--- config.mk ---
export PLATFORM = sky130hd
export DESIGN_NAME = barrier_token_ctrl
export DESIGN_NICKNAME = d
export VERILOG_FILES = /design/src/rtl/barrier_token_ctrl.sv
export SDC_FILE = /design/constraint.sdc
export NUM_CORES = 1
export LEC_CHECK = 0
export CAP_MARGIN = 5
export CORE_MARGIN = 1
export CORE_UTILIZATION = 50
export CTS_CLUSTER_SIZE = 8
export DETAILED_ROUTE_END_ITERATION = 16
export GPL_ROUTABILITY_DRIVEN = 0
export PLACE_DENSITY = 0.91
export RECOVER_POWER = 50
export SYNTH_ARGS = -nofsm -noshare
export SYNTH_HDL_FRONTEND = slang
export SYNTH_SLANG_ARGS = --single-unit
--- constraint.sdc ---
create_clock -name clk -period 3.6 [get_ports clk]
set_input_delay 0.54 -clock clk [delete_from_list [all_inputs] [get_ports clk]]
set_output_delay 0.54 -clock clk [all_outputs]
set_load 0.02 [all_outputs]
--- src/rtl/barrier_token_ctrl.sv ---
`default_nettype none
// ============================================================================
//  Module   : barrier_token_ctrl
//  Purpose  : N-way join controller for a barrier queue stage placed directly
//             downstream. One token counter per producer stream counts
//             completed frames. The barrier enable opens once every source
//             holds at least one token. Each frame released by the queue
//             consumes one token from every source.
//
//  Parameters
//    NUM_SRC        : number of producer streams joined (>= 1)
//    CNT_WIDTH      : per-source token counter width (max 2**CNT_WIDTH-1)
//    TIMEOUT_CYCLES : partial-barrier stall limit (timeout build only)
//
//  Ports
//    clk          in  : clock
//    rst          in  : asynchronous active-high reset (sync release upstream)
//    src_done     in  : per-source one-cycle pulse, one frame completed
//    src_ready    out : per-source, counter can take a token this cycle
//    release_done in  : one-cycle pulse, queue released one frame
//    barrier      out : gate enable to the barrier queue (registered)
//    token_cnt    out : packed counters, src i at [i*CNT_WIDTH +: CNT_WIDTH]
//    err_overflow out : sticky, a token was dropped on a saturated counter
//    err_proto    out : sticky, release_done seen while barrier was low
//    err_timeout  out : sticky, partial barrier stalled for TIMEOUT_CYCLES
//
//  Configuration macro
//    BARRIER_TIMEOUT_EN : builds the stall counter that drives err_timeout.
//                         When undefined, err_timeout is tied low.
//
//  Revision : 1.0  initial release
// ============================================================================
module barrier_token_ctrl #(
    parameter int unsigned NUM_SRC        = 2,
    parameter int unsigned CNT_WIDTH      = 4,
    parameter int unsigned TIMEOUT_CYCLES = 1024
) (
    input  logic                           clk,
    input  logic                           rst,
    input  logic [NUM_SRC-1:0]             src_done,
    output logic [NUM_SRC-1:0]             src_ready,
    input  logic                           release_done,
    output logic                           barrier,
    output logic [NUM_SRC*CNT_WIDTH-1:0]   token_cnt,
    output logic                           err_overflow,
    output logic                           err_proto,
    output logic                           err_timeout
);

    // ------------------------------------------------------------------------
    // Constants
    // ------------------------------------------------------------------------
    localparam logic [0:0]           c_ST_WAIT  = 1'b0;
    localparam logic [0:0]           c_ST_OPEN  = 1'b1;
    localparam logic [CNT_WIDTH-1:0] c_CNT_MAX  = '1;
    localparam logic [CNT_WIDTH-1:0] c_CNT_ZERO = '0;
    localparam logic [CNT_WIDTH-1:0] c_CNT_ONE  = {{(CNT_WIDTH-1){1'b0}}, 1'b1};

    // ------------------------------------------------------------------------
    // Declarations
    // ------------------------------------------------------------------------
    logic [0:0]           state_q;
    logic [0:0]           state_d;
    logic [CNT_WIDTH-1:0] cnt_q [NUM_SRC];
    logic [CNT_WIDTH-1:0] cnt_d [NUM_SRC];
    logic [NUM_SRC-1:0]   w_inc;
    logic [NUM_SRC-1:0]   w_nz_q;
    logic [NUM_SRC-1:0]   w_nz_d;
    logic                 w_dec;
    logic                 w_all_nz_d;
    logic                 w_any_nz_q;
    logic                 err_overflow_q;
    logic                 err_overflow_d;
    logic                 err_proto_q;
    logic                 err_proto_d;

    // A release only counts while the barrier is open; in WAIT every counter
    // may legitimately be zero, so decrementing there would underflow.
    assign w_dec = release_done & (state_q == c_ST_OPEN);

    // ------------------------------------------------------------------------
    // Per-source token counters
    // ------------------------------------------------------------------------
    for (genvar gi = 0; gi < int'(NUM_SRC); gi++) begin : g_src
        // A saturated counter can still accept a token in a release cycle,
        // since the common decrement frees a slot in the same clock.
        assign src_ready[gi] = (cnt_q[gi] != c_CNT_MAX) | w_dec;
        assign w_inc[gi]     = src_done[gi] & src_ready[gi];

        always_comb begin
            cnt_d[gi] = cnt_q[gi];
            if (w_inc[gi] && !w_dec) begin
                cnt_d[gi] = cnt_q[gi] + c_CNT_ONE;
            end else if (!w_inc[gi] && w_dec) begin
                cnt_d[gi] = cnt_q[gi] - c_CNT_ONE;
            end
        end

        assign w_nz_q[gi] = (cnt_q[gi] != c_CNT_ZERO);
        assign w_nz_d[gi] = (cnt_d[gi] != c_CNT_ZERO);

        assign token_cnt[gi*CNT_WIDTH +: CNT_WIDTH] = cnt_q[gi];

        always_ff @(posedge clk or posedge rst) begin
            if (rst) begin
                cnt_q[gi] <= c_CNT_ZERO;
            end else begin
                cnt_q[gi] <= cnt_d[gi];
            end
        end
    end

    assign w_all_nz_d = &w_nz_d;
    assign w_any_nz_q = |w_nz_q;

    // ------------------------------------------------------------------------
    // Barrier FSM
    // ------------------------------------------------------------------------
    // Decisions use the next counter values so that a token arriving in the
    // same cycle as a release keeps the barrier open without a bubble.
    always_comb begin
        state_d = state_q;
        case (state_q)
            c_ST_WAIT: begin
                if (w_all_nz_d) begin
                    state_d = c_ST_OPEN;
                end
            end
            c_ST_OPEN: begin
                if (w_dec && !w_all_nz_d) begin
                    state_d = c_ST_WAIT;
                end
            end
            default: state_d = c_ST_WAIT;
        endcase
    end

    always_ff @(posedge clk or posedge rst) begin
        if (rst) begin
            state_q <= c_ST_WAIT;
        end else begin
            state_q <= state_d;
        end
    end

    assign barrier = (state_q == c_ST_OPEN);

    // ------------------------------------------------------------------------
    // Sticky error flags
    // ------------------------------------------------------------------------
    always_comb begin
        err_overflow_d = err_overflow_q | (|(src_done & ~src_ready));
        err_proto_d    = err_proto_q | (release_done & (state_q == c_ST_WAIT));
    end

    always_ff @(posedge clk or posedge rst) begin
        if (rst) begin
            err_overflow_q <= 1'b0;
            err_proto_q    <= 1'b0;
        end else begin
            err_overflow_q <= err_overflow_d;
            err_proto_q    <= err_proto_d;
        end
    end

    assign err_overflow = err_overflow_q;
    assign err_proto    = err_proto_q;

    // ------------------------------------------------------------------------
    // Partial-barrier stall timeout
    // ------------------------------------------------------------------------
`ifdef BARRIER_TIMEOUT_EN
    localparam int unsigned          c_STALL_W     = $clog2(TIMEOUT_CYCLES + 1);
    localparam logic [c_STALL_W-1:0] c_STALL_LIMIT = c_STALL_W'(TIMEOUT_CYCLES);
    localparam logic [c_STALL_W-1:0] c_STALL_ONE   = c_STALL_W'(1);

    logic [c_STALL_W-1:0] stall_q;
    logic [c_STALL_W-1:0] stall_d;
    logic                 err_timeout_q;
    logic                 err_timeout_d;

    // Counts only while some tokens are parked and the join is still missing
    // a source; opening the barrier or draining to empty restarts it.
    always_comb begin
        stall_d = '0;
        if ((state_q == c_ST_WAIT) && (state_d == c_ST_WAIT) && w_any_nz_q) begin
            stall_d = stall_q;
            if (stall_q != c_STALL_LIMIT) begin
                stall_d = stall_q + c_STALL_ONE;
            end
        end
        // Flag in the same clock the limit is reached, not one cycle later.
        err_timeout_d = err_timeout_q | (stall_d == c_STALL_LIMIT);
    end

    always_ff @(posedge clk or posedge rst) begin
        if (rst) begin
            stall_q       <= '0;
            err_timeout_q <= 1'b0;
        end else begin
            stall_q       <= stall_d;
            err_timeout_q <= err_timeout_d;
        end
    end

    assign err_timeout = err_timeout_q;
`else
    logic w_unused_timeout;
    assign w_unused_timeout = (TIMEOUT_CYCLES != 0) & w_any_nz_q;
    assign err_timeout      = 1'b0;
`endif

endmodule
`default_nettype wire

==> metrics.txt, run 1 <==
outcome=finished clean; DP HPWL=1150 um; Sw Ratio=45.1%; antenna violations before repair=0; area grow syn2layout=28.7%; Netlist Area Pre-Place=714 um2; # diodes=0; register area share after synthesis=38.5%; Clock transition at path regs=0.07 ns; Synth Area in XOR/XNOR=6.13%; drt pass-1 iters=5; RSZ-0062 raised after global routing=no; starting density of the core=54.2%; sequential power share=32.1%; dpl ws=1.04 ns; Fmax=379 MHz; PwrDens=917 nW/um2; most frequent cell after synthesis=dfrtp_1; first-pass GRT wire length=2220 um; Min Hold Slack=0.455 ns; setup repair bufs after CTS=0; DIE HEIGHT=39.8 um; Synth Area in Compound Gates=18.0%; total CTS buffers=3; final net count=106; H-tree depth=1; largest cells by area after synthesis=dfrtp_1 (39%), ha_1 (7.0%), inv_1 (4.7%); static leakage=0.000416 uW; clock skew=0.00209 ns; WL per Instance=13.2 um; Req. time, crit path=3.06 ns; Max FO, Critical Path=8; pin count of the biggest net entering global routing=12; most common flop cell mapped by yosys=dfrtp_1; Hold Fails Final Rpt=0; synth unique cells=34; ratio of cells with drive above 1 in the final layout=6.25%; Residual DRC=0; die width=39.8 um; cell taking the most area after synthesis=dfrtp_1; Synth top area share=38.5%; site row count=13; Core Area=1320 um2; # hold bufs at CTS=0; Crit path largest cell delay=0.65 ns; TritonCTS clock tree=built; max-slew violations=0; clock root buffer=clkbuf_4; # resized after CTS=0; clock sink count=11; overall routing resource usage=22.2%; number of synthesized flops with an enable pin=0; crit path time final=2.64 ns; Arr. time, crit path=2.10 ns; Clock Power Share=9.8%; P_int=463 uW; Power Total=843 uW; post-DR vias/cell=5.71; ys async rst share=100%; 1st-iter DRT viols=11; Syn Nets=85; number of global-route vias before repair=482; Port Buf Inserts=17; total number of vias=634; multiplexer area fraction after synthesis=1.40%; I/O pin count=19; main combinational cell family by area after synthesis=simple AND/OR/NAND/NOR gates; syn avg cell area=9.40 um2; Yosys reg bits=11; clk buf depth=2; Antenna Nets Post-Route=0; final setup vio count=0; final instance area=920 um2; combinational power share=58.1%; Simple-Gate Fraction of Synth Area=22.6%; TNS Setup=0 ns; Max-Cap Viols=0; Placed Area=896 um2; Period Utilization, post-route=73.3%; die area=1580 um2; NetSw=380 uW; Post-Route WL=1470 um; GR Overflow Total=0; Post-synth top cells=dfrtp_1 (11), inv_1 (9); Critical Path Start Type=primary input; post-route setup slack=0.963 ns; Setup CP Type=primary input to output pin; Synth warnings=0; Post-Syn Instances=76; worst path cell trace=dlygate4sd3_1 > nand2_1 > nand2b_1 > clkdlybuf4s50_1; Critical-path top delay cell=dlygate4sd3_1; post-synthesis adder-cell area fraction=7.01%; Critical Path End Type=output pin; Worst-Skew Late Latency=0.26 ns; worst vdd ir=0.535 mV; worst hold path type=flop to flop
## kinds of logic (layout without fill, tap and decap cells)
group	Yosys count	in the layout
xor+xnor	5	5
compound gates	17	17
mux	1	1
simple gates	27	27
other cells	1	1
flops	11	11
buf+inv	10	30
fa+ha+maj	4	4
## critical path: cells and delay by family
family,cells,cell delay (ns)
simple gates,2,0.31
buf+inv,2,1.25
## final timing paths
check	start	slack, ns	to	depth (start not counted)
hold reg to reg	err_proto$_DFF_PP0_	0.45	err_proto$_DFF_PP0_	1
hold / removal	err_proto$_DFF_PP0_	0.45	err_proto$_DFF_PP0_	1
min in group asynchronous	rst	0.70	token_cnt[3]$_DFF_PP0_	2
setup / recovery	release_done	0.96	src_ready[1]	4
max in group asynchronous	rst	2.61	token_cnt[5]$_DFF_PP0_	2
setup reg to reg	token_cnt[0]$_DFF_PP0_	1.49	barrier$_DFF_PP0_	6
## power by group through the flow
stage,Combinational [uW],Clock [uW],Sequential (uW)
after detailed placement,491,0,271
after global placement,475,0,266
after floorplan,236,0,330
final,490,82.7,270
after global routing,533,93.5,284
after CTS,493,84.5,269
## area by class of cell
type / count / area (um2)
Clock buffer: 4 / 26.3
Timing Repair Buffer: 17 / 170
Multi-Input combinational cell: 55 / 395
Fill cell: 98 / 398
Sequential cell: 11 / 275
Tap cell: 15 / 18.8
Inverter: 9 / 33.8
## layer usage
layer	up-vias	GRT usage (%)	wire, um
met4	0	7.76	5
met5	-	0	0
met3	2	5.11	98
met2	27	33.2	666
met1	293	30.7	698
li1	312	-	-
## sequential cells by signal, summed over array words and instances, names as in the netlist
register and cells:
err_proto 1, token_cnt 8, barrier 1, err_overflow 1
## placed cells by master (no fill, tap or decap)
master	instances
a2111oi_1	1
a21bo_2	1
a21o_1	2
a21oi_1	1
a221o_1	1
a221oi_1	1
a22oi_1	1
a32oi_1	1
a41oi_1	2
and2_1	2
and3_1	2
and3_2	1
and3_4	1
and3b_1	3
clkbuf_1	1
clkbuf_4	3
clkdlybuf4s50_1	14
conb_1	1
dfrtp_1	11
dlygate4sd3_1	3
ha_1	4
inv_1	9
mux2i_1	1
nand2_1	4
nand2b_1	2
nand3_1	2
nand4_1	1
nand4b_1	1
nor2_1	5
nor3_1	2
o21ai_0	4
o2bb2ai_1	1
o31ai_1	1
or4_1	1
xnor2_1	3
xor2_1	2
## through the flow
stage	utilization, %	std cells
2_1_floorplan	-	76
3_3_place_gp	68.0	107
3_5_place_dp	68.0	107
4_1_cts	70.0	111
5_1_grt	69.8	111
6_report	69.8	111
Power figures use the tool's default switching activity.
==> run 2: changes to the inputs <==
Settings changed: CORE_UTILIZATION 50 to 46, PLACE_DENSITY 0.91 to 0.85.
Clock period 3.6 ns to 2.5 ns, I/O delays scaled along.
==> metrics.txt, run 2 (synthesized netlist as in run 1, its figures left out) <==
final instance area=916 um2 (-0.41%); Hold Fails Final Rpt=0 (unchanged); first-pass GRT wire length=2380 um (+7.2%); I/O pin count=19 (unchanged); Sw Ratio=45.6% (+0.54 points); crit path time final=2.31 ns; starting density of the core=52.3% (-1.9 points); Critical Path End Type=output pin; GR Overflow Total=0 (unchanged); Max-Cap Viols=0 (unchanged); total CTS buffers=3 (unchanged); Fmax=433 MHz; max reg flops=8 (unchanged); R2R depth=6 (unchanged); Crit path largest cell delay=0.59 ns (-0.06 ns); Worst R2R Start=token_cnt[0]$_DFF_PP0_; P_int=660 uW (+43%); clk buf depth=2 (unchanged); GRT busiest layer=met2; total number of vias=625 (-1.4%); Placed Area=896 um2 (unchanged); Setup CP Type=flop to output pin; final net count=106 (unchanged); Storage cell area=275 um2 (unchanged); DIE HEIGHT=41.4 um (+4.0%); HP Start=err_overflow$_DFF_PP0_; Req. time, crit path=2.12 ns (-0.94 ns); number of global-route vias before repair=526 (+9.1%); antenna violations before repair=0 (unchanged); worst vdd ir=0.725 mV (+35%); outcome=finished clean; sequential power share=32.2% (about the same); WP depth=4 (unchanged); Residual DRC=0 (unchanged); Clock Power Share=10.4% (+0.6 points); Max FO, Critical Path=8 (unchanged); die width=41.4 um (+4.0%); TNS Setup=0 ns (unchanged); site row count=13 (unchanged); DP HPWL=1160 um (+1.2%); # diodes=0 (unchanged); clock skew=0.00725 ns (+0.00516 ns); Worst Setup SP=token_cnt[0]$_DFF_PP0_; WL per Instance=13.8 um (+4.6%); 1st-iter DRT viols=9 (-2); drt pass-1 iters=4 (-1); worst hold path type=flop to flop; Antenna Nets Post-Route=0 (unchanged); Post-Route WL=1540 um (+4.6%); post-DR vias/cell=5.63 (-1.4%); Crit path buffers/inverters=1 (-1); combinational power share=57.4% (-0.7 points); Hold Crit Depth=1 (unchanged); met3 Usage GRT=6.52% (+1.4 points); die area=1710 um2 (+8.3%); Critical Path Start Type=flop; RSZ-0062 raised after global routing=no; most frequent cells in the layout=clkdlybuf4s50_1 (15), dfrtp_1 (11), inv_1 (9); clock root buffer=clkbuf_4; CP delay by family, top=buffers and inverters; ratio of cells with drive above 1 in the final layout=6.25% (unchanged); # hold bufs at CTS=0 (unchanged); GR Util met1=25.4% (-5.3 points); PwrDens=1330 nW/um2 (+45%); NetSw=554 uW (+46%); Multi-input gate area=390 um2 (-1.3%); static leakage=0.000420 uW (+0.97%); setup repair bufs after CTS=0 (unchanged); Port Buf Inserts=17 (unchanged); Critical-path top delay cell=clkdlybuf4s50_1; TritonCTS clock tree=built; pin count of the biggest net entering global routing=12 (unchanged); Clock transition at path regs=0.08 ns (about the same); max-slew violations=0 (unchanged); # resized after CTS=0 (unchanged); Core Area=1370 um2 (+3.7%); final setup vio count=0 (unchanged); area grow syn2layout=28.2%; Period Utilization, post-route=92.4%; Worst-Skew Late Latency=0.28 ns (+0.02 ns); most common cell after layout, fill and taps aside=clkdlybuf4s50_1; filler instances=111 (+13%); met2 Usage GRT=26.9% (-6.3 points); overall routing resource usage=18.1% (-4.1 points); Arr. time, crit path=1.93 ns (-0.17 ns); H-tree depth=1 (unchanged); worst path cell trace=ha_1 > and3_1 > nand2_1 > clkdlybuf4s50_1; clock sink count=11 (unchanged)
## run 2: changes by cell type in the layout (fill, tap and decap cells not counted)
cell | before | now
clkbuf_1 | 1 | 0
and3_4 | 1 | 0
clkinv_2 | 0 | 1
dlygate4sd3_1 | 3 | 2
and3_1 | 2 | 3
clkdlybuf4s50_1 | 14 | 15
## run 2: worst paths after layout
path                                               end  slack, ns
worst min-delay path            err_overflow$_DFF_PP0_       0.45
worst max register to register       barrier$_DFF_PP0_       0.33
max in group asynchronous       err_overflow$_DFF_PP0_       1.67
worst min register to register  err_overflow$_DFF_PP0_       0.45
min in group asynchronous       token_cnt[6]$_DFF_PP0_       0.52
worst max-delay path                      src_ready[0]       0.19
## run 2: power by group through the flow
stage               clock (uW)  combinational [uW]  sequential (uW)
floorplan                    0                 340              475
global placement             0                 690              384
detailed placement           0                 706              392
CTS                        129                 711              389
global route               136                 750              408
finish                     126                 697              391
## run 2: layout make-up
type                       instances  share of cell area, %
clock buffer                       3                   2.46
sequential                        11                   30.1
timing repair buffer              17                   18.6
tap                               15                   2.05
multi-input combinational         55                   42.6
inverter                           9                   3.69
clock inverter                     1                  0.546
## run 2: stage by stage
stage	setup WS, ns	util, %	power [uW]	std cells	hold WS (ns)
2_1_floorplan	0.456	-	816	76	0.227
3_3_place_gp	0.251	65.6	1070	107	0.437
3_5_place_dp	0.198	65.6	1100	107	0.446
4_1_cts	0.246	67.6	1230	111	0.402
5_1_grt	0.115	67.0	1290	111	0.468
6_report	0.190	67.0	1210	111	0.449
## run 2: worst reg2reg max path, stage by stage, from the launching register on
cell,delay (ns)
dfrtp_1,0.48
ha_1,0.22
and3_1,0.27
nor2_1,0.11
or4_1,0.47
a2111oi_1,0.41
a41oi_1,0.08
## run 2: layer usage
metal / part of all wire, % / vias up
met5: 0 / -
met2: 46 / 16
met3: 5.5 / 4
li1: - / 312
met1: 48 / 293
met4: 1.1 / 0
